`src/rtl/pool2x2_if.sv`:
```
// Stream bundle for pool2x2_stage: raster input stream and pooled output stream.
// The slave modport is the pooling stage; the master modport is its environment.
interface pool2x2_if #(
  parameter int DW = 16,
  parameter int AW = 4
);
  logic          in_valid;
  logic [DW-1:0] in_data;
  logic          in_ready;
  logic          out_valid;
  logic [DW-1:0] out_data;
  logic [AW-1:0] out_addr;
  logic          out_ready;

  modport master (
    output in_valid, in_data, out_ready,
    input  in_ready, out_valid, out_data, out_addr
  );

  modport slave (
    input  in_valid, in_data, out_ready,
    output in_ready, out_valid, out_data, out_addr
  );
endinterface

```
`src/rtl/pool2x2_stage.sv`:
```
// Non-overlapping 2x2 pooling of an IN_W x IN_H raster stream into an (IN_W/2) x (IN_H/2) map.
// Max pooling by default; define POOL_AVG_EN for floor-average pooling (same ports and timing).
module pool2x2_stage #(
  parameter int IN_W = 6,
  parameter int IN_H = 6,
  parameter int DW   = 16
) (
  input  logic      clk,
  input  logic      rst,
  input  logic      start,
  pool2x2_if.slave  bus,
  output logic      busy,
  output logic      pool_done
);
  localparam int NOUT = IN_W * IN_H / 4;
  localparam int AW   = $clog2(NOUT);
  localparam int CW   = $clog2(IN_W);
  localparam int RW   = $clog2(IN_H);
  localparam int LW   = $clog2(IN_W / 2);
`ifdef POOL_AVG_EN
  localparam int HW   = DW + 1;
`else
  localparam int HW   = DW;
`endif

  typedef enum logic [1:0] {IDLE, RUN, DONE} state_t;

  state_t          state, state_nxt;
  logic [CW-1:0]   col;
  logic [RW-1:0]   row;
  logic [AW-1:0]   out_idx;
  logic            last_accepted;
  logic [HW-1:0]   hreg;
  logic [HW-1:0]   lbuf [IN_W/2];
  logic [LW-1:0]   lidx;
  logic [HW-1:0]   h;
  logic [DW-1:0]   win;
  logic            accept, out_fire, win_done, frame_arm;

  assign frame_arm    = start && (state != RUN);
  assign bus.in_ready = (state == RUN) && !(bus.out_valid && !bus.out_ready) && !last_accepted;
  assign accept       = bus.in_valid && bus.in_ready;
  assign out_fire     = bus.out_valid && bus.out_ready;
  assign win_done     = accept && col[0] && row[0];
  assign lidx         = LW'(col >> 1);
  assign busy         = (state == RUN);
  assign pool_done    = (state == DONE);

  // NOTE: outputs get a default at the top of every always_comb so no path infers a latch.
  always_comb begin
    state_nxt = state;
    case (state)
      IDLE, DONE: if (start) state_nxt = RUN;
      RUN:        if (out_fire && bus.out_addr == AW'(NOUT - 1)) state_nxt = DONE;
      default:    state_nxt = IDLE;
    endcase
  end

  // NOTE: sequential state uses non-blocking assignments so every register samples pre-edge values.
  always_ff @(posedge clk) begin
    if (rst) state <= IDLE;
    else     state <= state_nxt;
  end

`ifdef POOL_AVG_EN
  logic [DW+1:0] sum4;

  always_comb begin
    h    = '0;
    sum4 = '0;
    h    = hreg + HW'(bus.in_data);
    sum4 = (DW+2)'(lbuf[lidx]) + (DW+2)'(h);
    win  = sum4[DW+1:2];
  end
`else
  always_comb begin
    h   = '0;
    win = '0;
    h   = (bus.in_data > hreg) ? bus.in_data : hreg;
    win = (lbuf[lidx] > h) ? lbuf[lidx] : h;
  end
`endif

  always_ff @(posedge clk) begin
    if (rst) begin
      col           <= '0;
      row           <= '0;
      out_idx       <= '0;
      last_accepted <= 1'b0;
      bus.out_valid <= 1'b0;
      bus.out_data  <= '0;
      bus.out_addr  <= '0;
    end else begin
      if (frame_arm) begin
        col           <= '0;
        row           <= '0;
        out_idx       <= '0;
        last_accepted <= 1'b0;
      end else if (accept) begin
        if (col == CW'(IN_W - 1)) begin
          col <= '0;
          if (row == RW'(IN_H - 1)) begin
            row           <= '0;
            last_accepted <= 1'b1;
          end else begin
            row <= row + 1'b1;
          end
        end else begin
          col <= col + 1'b1;
        end
      end
      // in_ready is low while an output is stalled, so a completed window never overwrites one.
      if (win_done) begin
        bus.out_valid <= 1'b1;
        bus.out_data  <= win;
        bus.out_addr  <= out_idx;
        out_idx       <= out_idx + 1'b1;
      end else if (out_fire) begin
        bus.out_valid <= 1'b0;
      end
    end
  end

  // NOTE: pair register and half-row buffer are pure datapath; every entry is written before it is read.
  always_ff @(posedge clk) begin
    if (accept) begin
      if (!col[0])     hreg       <= HW'(bus.in_data);
      else if (!row[0]) lbuf[lidx] <= h;
    end
  end
endmodule

```
`src/flat_wrapper.sv`:
```
// flat-port wrapper written by rule: the top's interface ports become plain ports
module pool2x2_stage_flat 
#(
  parameter int IN_W = 6,
  parameter int IN_H = 6,
  parameter int DW   = 16
)
  (clk, rst, start, busy, pool_done, bus_in_valid, bus_in_data, bus_out_ready, bus_in_ready, bus_out_valid, bus_out_data, bus_out_addr);
  pool2x2_if #(.DW(DW), .AW((4))) bus_i ();
  input  logic clk;
  input  logic rst;
  input  logic start;
  output logic busy;
  output logic pool_done;
  input wire logic [$bits(bus_i.in_valid)-1:0] bus_in_valid;
  input wire logic [$bits(bus_i.in_data)-1:0] bus_in_data;
  input wire logic [$bits(bus_i.out_ready)-1:0] bus_out_ready;
  output wire logic [$bits(bus_i.in_ready)-1:0] bus_in_ready;
  output wire logic [$bits(bus_i.out_valid)-1:0] bus_out_valid;
  output wire logic [$bits(bus_i.out_data)-1:0] bus_out_data;
  output wire logic [$bits(bus_i.out_addr)-1:0] bus_out_addr;
  assign bus_i.in_valid = bus_in_valid;
  assign bus_i.in_data = bus_in_data;
  assign bus_i.out_ready = bus_out_ready;
  assign bus_in_ready = bus_i.in_ready;
  assign bus_out_valid = bus_i.out_valid;
  assign bus_out_data = bus_i.out_data;
  assign bus_out_addr = bus_i.out_addr;
  pool2x2_stage #(.IN_W(IN_W), .IN_H(IN_H), .DW(DW)) u_core (.clk(clk), .rst(rst), .start(start), .bus(bus_i), .busy(busy), .pool_done(pool_done));
endmodule
```
`config.mk`:
```
export PLATFORM = sky130hd
export DESIGN_NAME = pool2x2_stage_flat
export DESIGN_NICKNAME = d
export VERILOG_FILES = /design/src/rtl/pool2x2_if.sv /design/src/rtl/pool2x2_stage.sv /design/src/flat_wrapper.sv
export SDC_FILE = /design/constraint.sdc
export NUM_CORES = 1
export LEC_CHECK = 0
export ABC_AREA = 1
export BUFFER_PORTS_ARGS = -buffer_cell sky130_fd_sc_hd__buf_4
export CAP_MARGIN = 0
export CORE_MARGIN = 4
export CORE_UTILIZATION = 45
export CTS_CLUSTER_SIZE = 40
export DETAILED_ROUTE_END_ITERATION = 8
export PLACE_DENSITY_LB_ADDON = 0.2
export SYNTH_ARGS = -nofsm -noshare
export SYNTH_HDL_FRONTEND = slang
export SYNTH_SLANG_ARGS = --single-unit
export TNS_END_PERCENT = 10
```
`constraint.sdc`:
```
create_clock -name clk -period 3.24 [get_ports clk]
set_input_delay 0.324 -clock clk [delete_from_list [all_inputs] [get_ports clk]]
set_output_delay 0.324 -clock clk [all_outputs]
set_load 0.005 [all_outputs]
```
==> impl_metrics.toml <==
[outcome]
status = "complete, no violations"

[global_route]
antenna_found_initial = 0
grtUsageTotal_pct = 17.28
grt.overflow.total = 0
grt_max_degree = 40
first_global_vias = 3733
grt_pass1_wl_mm = 17.87

[setup_path]
crit_path_max_fanout = 16
cp_data_arrival_time_ns = 3.27
critPathKind = "register to register"
startpoint_type = "register"
critPathRequiredTime_ns = 3.51
critPathCaptureType = "register"

[die]
dieWidth_um = 114
rows = 38
coreArea_mm2 = 0.01094
start_util_pct = 46.24
pin_count = 45
dieArea_mm2 = 0.01300
dieHeight_um = 114

[yosys]
netlist_top_cells_area = "edfxtp_1, dfxtp_1, nand2_1"
yosysUniqueCellTypes = 31
synth_nets = 629
synth_top_cell_area_share_pct = 38.01
synth_seq_area_share_pct = 52.26
synth_top_area_cell = "edfxtp_1"
synth-async-reset-ratio_pct = 0
yosys_most_used_dff = "edfxtp_1"
synth_cells = 575
synth-seq-cells = 100
synth_edf_count = 64
netlist_area_mm2 = 0.005056
yosys_warnings = 0
synth.avg_cell_area_um2 = 8.793

[clock_network]
clk_path_buf_depth = 2
cts_hold_buffers = 0
h-tree-depth = 3
cts_tree = "built"
clk_pin_slew_worst_paths_ns = 0.07
cts-root-buf = "clkbuf_16"
cts.sinks = 100
cts_inserted_buffers = 9
clock_latency_ns = 0.34

[cells_and_area]
area_growth_pct = 17.69
fin_nets = 682
mostFrequentLayoutCells = "nand2_1, inv_1, a21oi_1, edfxtp_1, buf_4"
n_fill_cell = 1019
stdcell_count = 773
layout-drive-gt1-share_pct = 16.90
final_common_cell = "nand2_1"
diodes = 0

[sta]
max_freq_ghz = 0.3338
hold_violations = 0
setup_violations = 0
fin_ws_ns = 0.2441
worst_slew_pin_slew_ns = 0.5808
final.period_utilization_pct = 92.46
skew_ns = 0.008277
slew_headroom_pct = 61.24
slew_violations = 0
period_needed_ns = 2.996

[drt]
totalWireLength_mm = 11.06
first_pass_iters = 4
vias_per_cell = 5.034
drtAntennaViolNets = 0
drc_errors = 0
drtIter0Drc = 201
avgRoutedWirePerCell_um = 14.31
vias = 3891

[placement]
place_ws_ns = 0.08826
io_buffers = 44
hpwlAfterDp_mm = 7.950
dp.cells = 754
place_congestion = 0.8175

[power_and_ir_drop]
peakVddDrop_uv = 242.3
p_leak_nw = 2.775
powerDensity_mw_per_mm2 = 456.3

[hold_path]
hold_path.class = "input port to register"

[job]
drv_cap = 0
## final cells by class
| class | count | area, um2 | share of cell area [%] |
|---|---|---|---|
| Inverter | 91 | 342.8 | 5.761 |
| Timing Repair Buffer | 61 | 483.0 | 8.116 |
| Tap cell | 140 | 175.2 | 2.944 |
| Multi-Input combinational cell | 365 | 2023 | 34.00 |
| Clock buffer | 9 | 225.2 | 3.785 |
| Sequential cell | 100 | 2643 | 44.41 |
| Clock inverter | 7 | 58.81 | 0.9882 |
## cells by family (layout without fill, tap and decap cells)
group	after synthesis	count (layout)	synth area share [%]
buffers and inverters	110	168	8.785
DFF	100	100	52.26
and+or+nand+nor	230	230	19.90
AOI/OAI and AO/OA	101	101	10.72
adders and majority gates	33	33	8.166
xor gates and xnor gates	1	1	0.1733
## path summary, 6_finish.rpt
check	startpoint	to	slack, ns	cells after the start
setup / recovery	u_core.hreg[5]	u_core.bus.out_data[12]	0.24	20
hold / removal	bus_in_data[0]	u_core.hreg[0]	0.17	1
setup reg to reg	u_core.hreg[5]	u_core.bus.out_data[12]	0.24	20
hold reg to reg	u_core.bus.out_addr[2]	u_core.bus.out_addr[2]	0.48	2
## routing by layer
layer / track usage [%] / share of wire [%] / vias up
met3: 2.812 / 3.2 / 14
met4: 5.542 / 1.3 / 0
met2: 27.44 / 47 / 69
met5: 0 / 0 / -
li1: - / - / 2013
met1: 24.24 / 48 / 1795
## critical path: stages (launching register included)
cell	delay, ns
edfxtp_1	0.36
inv_1	0.09
ha_1	0.24
a21oi_1	0.17
nor2_1	0.07
nor2_1	0.08
nand2_1	0.07
nand2_1	0.07
nand2_2	0.07
buf_6	0.14
nand3_1	0.09
nand2_1	0.10
ha_1	0.31
a21oi_1	0.18
o21ai_0	0.10
a21oi_1	0.17
nand2_2	0.11
nand2_2	0.10
buf_12	0.15
nand3_1	0.12
a21oi_2	0.13
## report_power, final
group	internal [W]	switching, W	leakage, nW
registers	0.00138	0.00000397	0.867
clock network	0.000532	0.000486	0.138
logic	0.000120	0.000197	1.77
total	0.00203	0.000687	2.77
## Yosys cell counts, types with 4 or more instances
master,count
a21oi_1,66
a21oi_2,7
buf_2,6
clkbuf_1,9
dfxtp_1,36
edfxtp_1,64
ha_1,33
inv_1,89
nand2_1,114
nand3_1,54
nor2_1,41
nor3_1,9
o21ai_0,20
o21ai_1,4
## registers in the layout, summed over array words and instances, names as in the netlist, named ones only
name and count:
u_core.bus.out_valid 1, u_core.bus.out_data 16, u_core.lbuf 48, u_core.state 2, u_core.row 3, u_core.out_idx 4
u_core.col 3, u_core.last_accepted 1, u_core.hreg 16, u_core.bus.out_addr 4
## repair_timing
action                                  in CTS  in global routing
endpoints found under the setup margin       0                 16
resized for setup                            0                 20
buffers inserted                             0                  0
## through the flow
stage          power [W]   TNS, ns  hold WS (ns)  util [%]  area, um2
2_1_floorplan   0.001602         0        0.4229         -       5056
3_5_place_dp    0.001702         0        0.4763     51.10       5588
6_report        0.002715         0        0.1680     54.42       5951
5_1_grt         0.002836  -0.01580        0.1581     54.42       5951
4_1_cts         0.002719         0        0.1579     53.70       5872
3_3_place_gp    0.001694         0        0.4694     51.10       5588
Power figures use the tool's default switching activity.
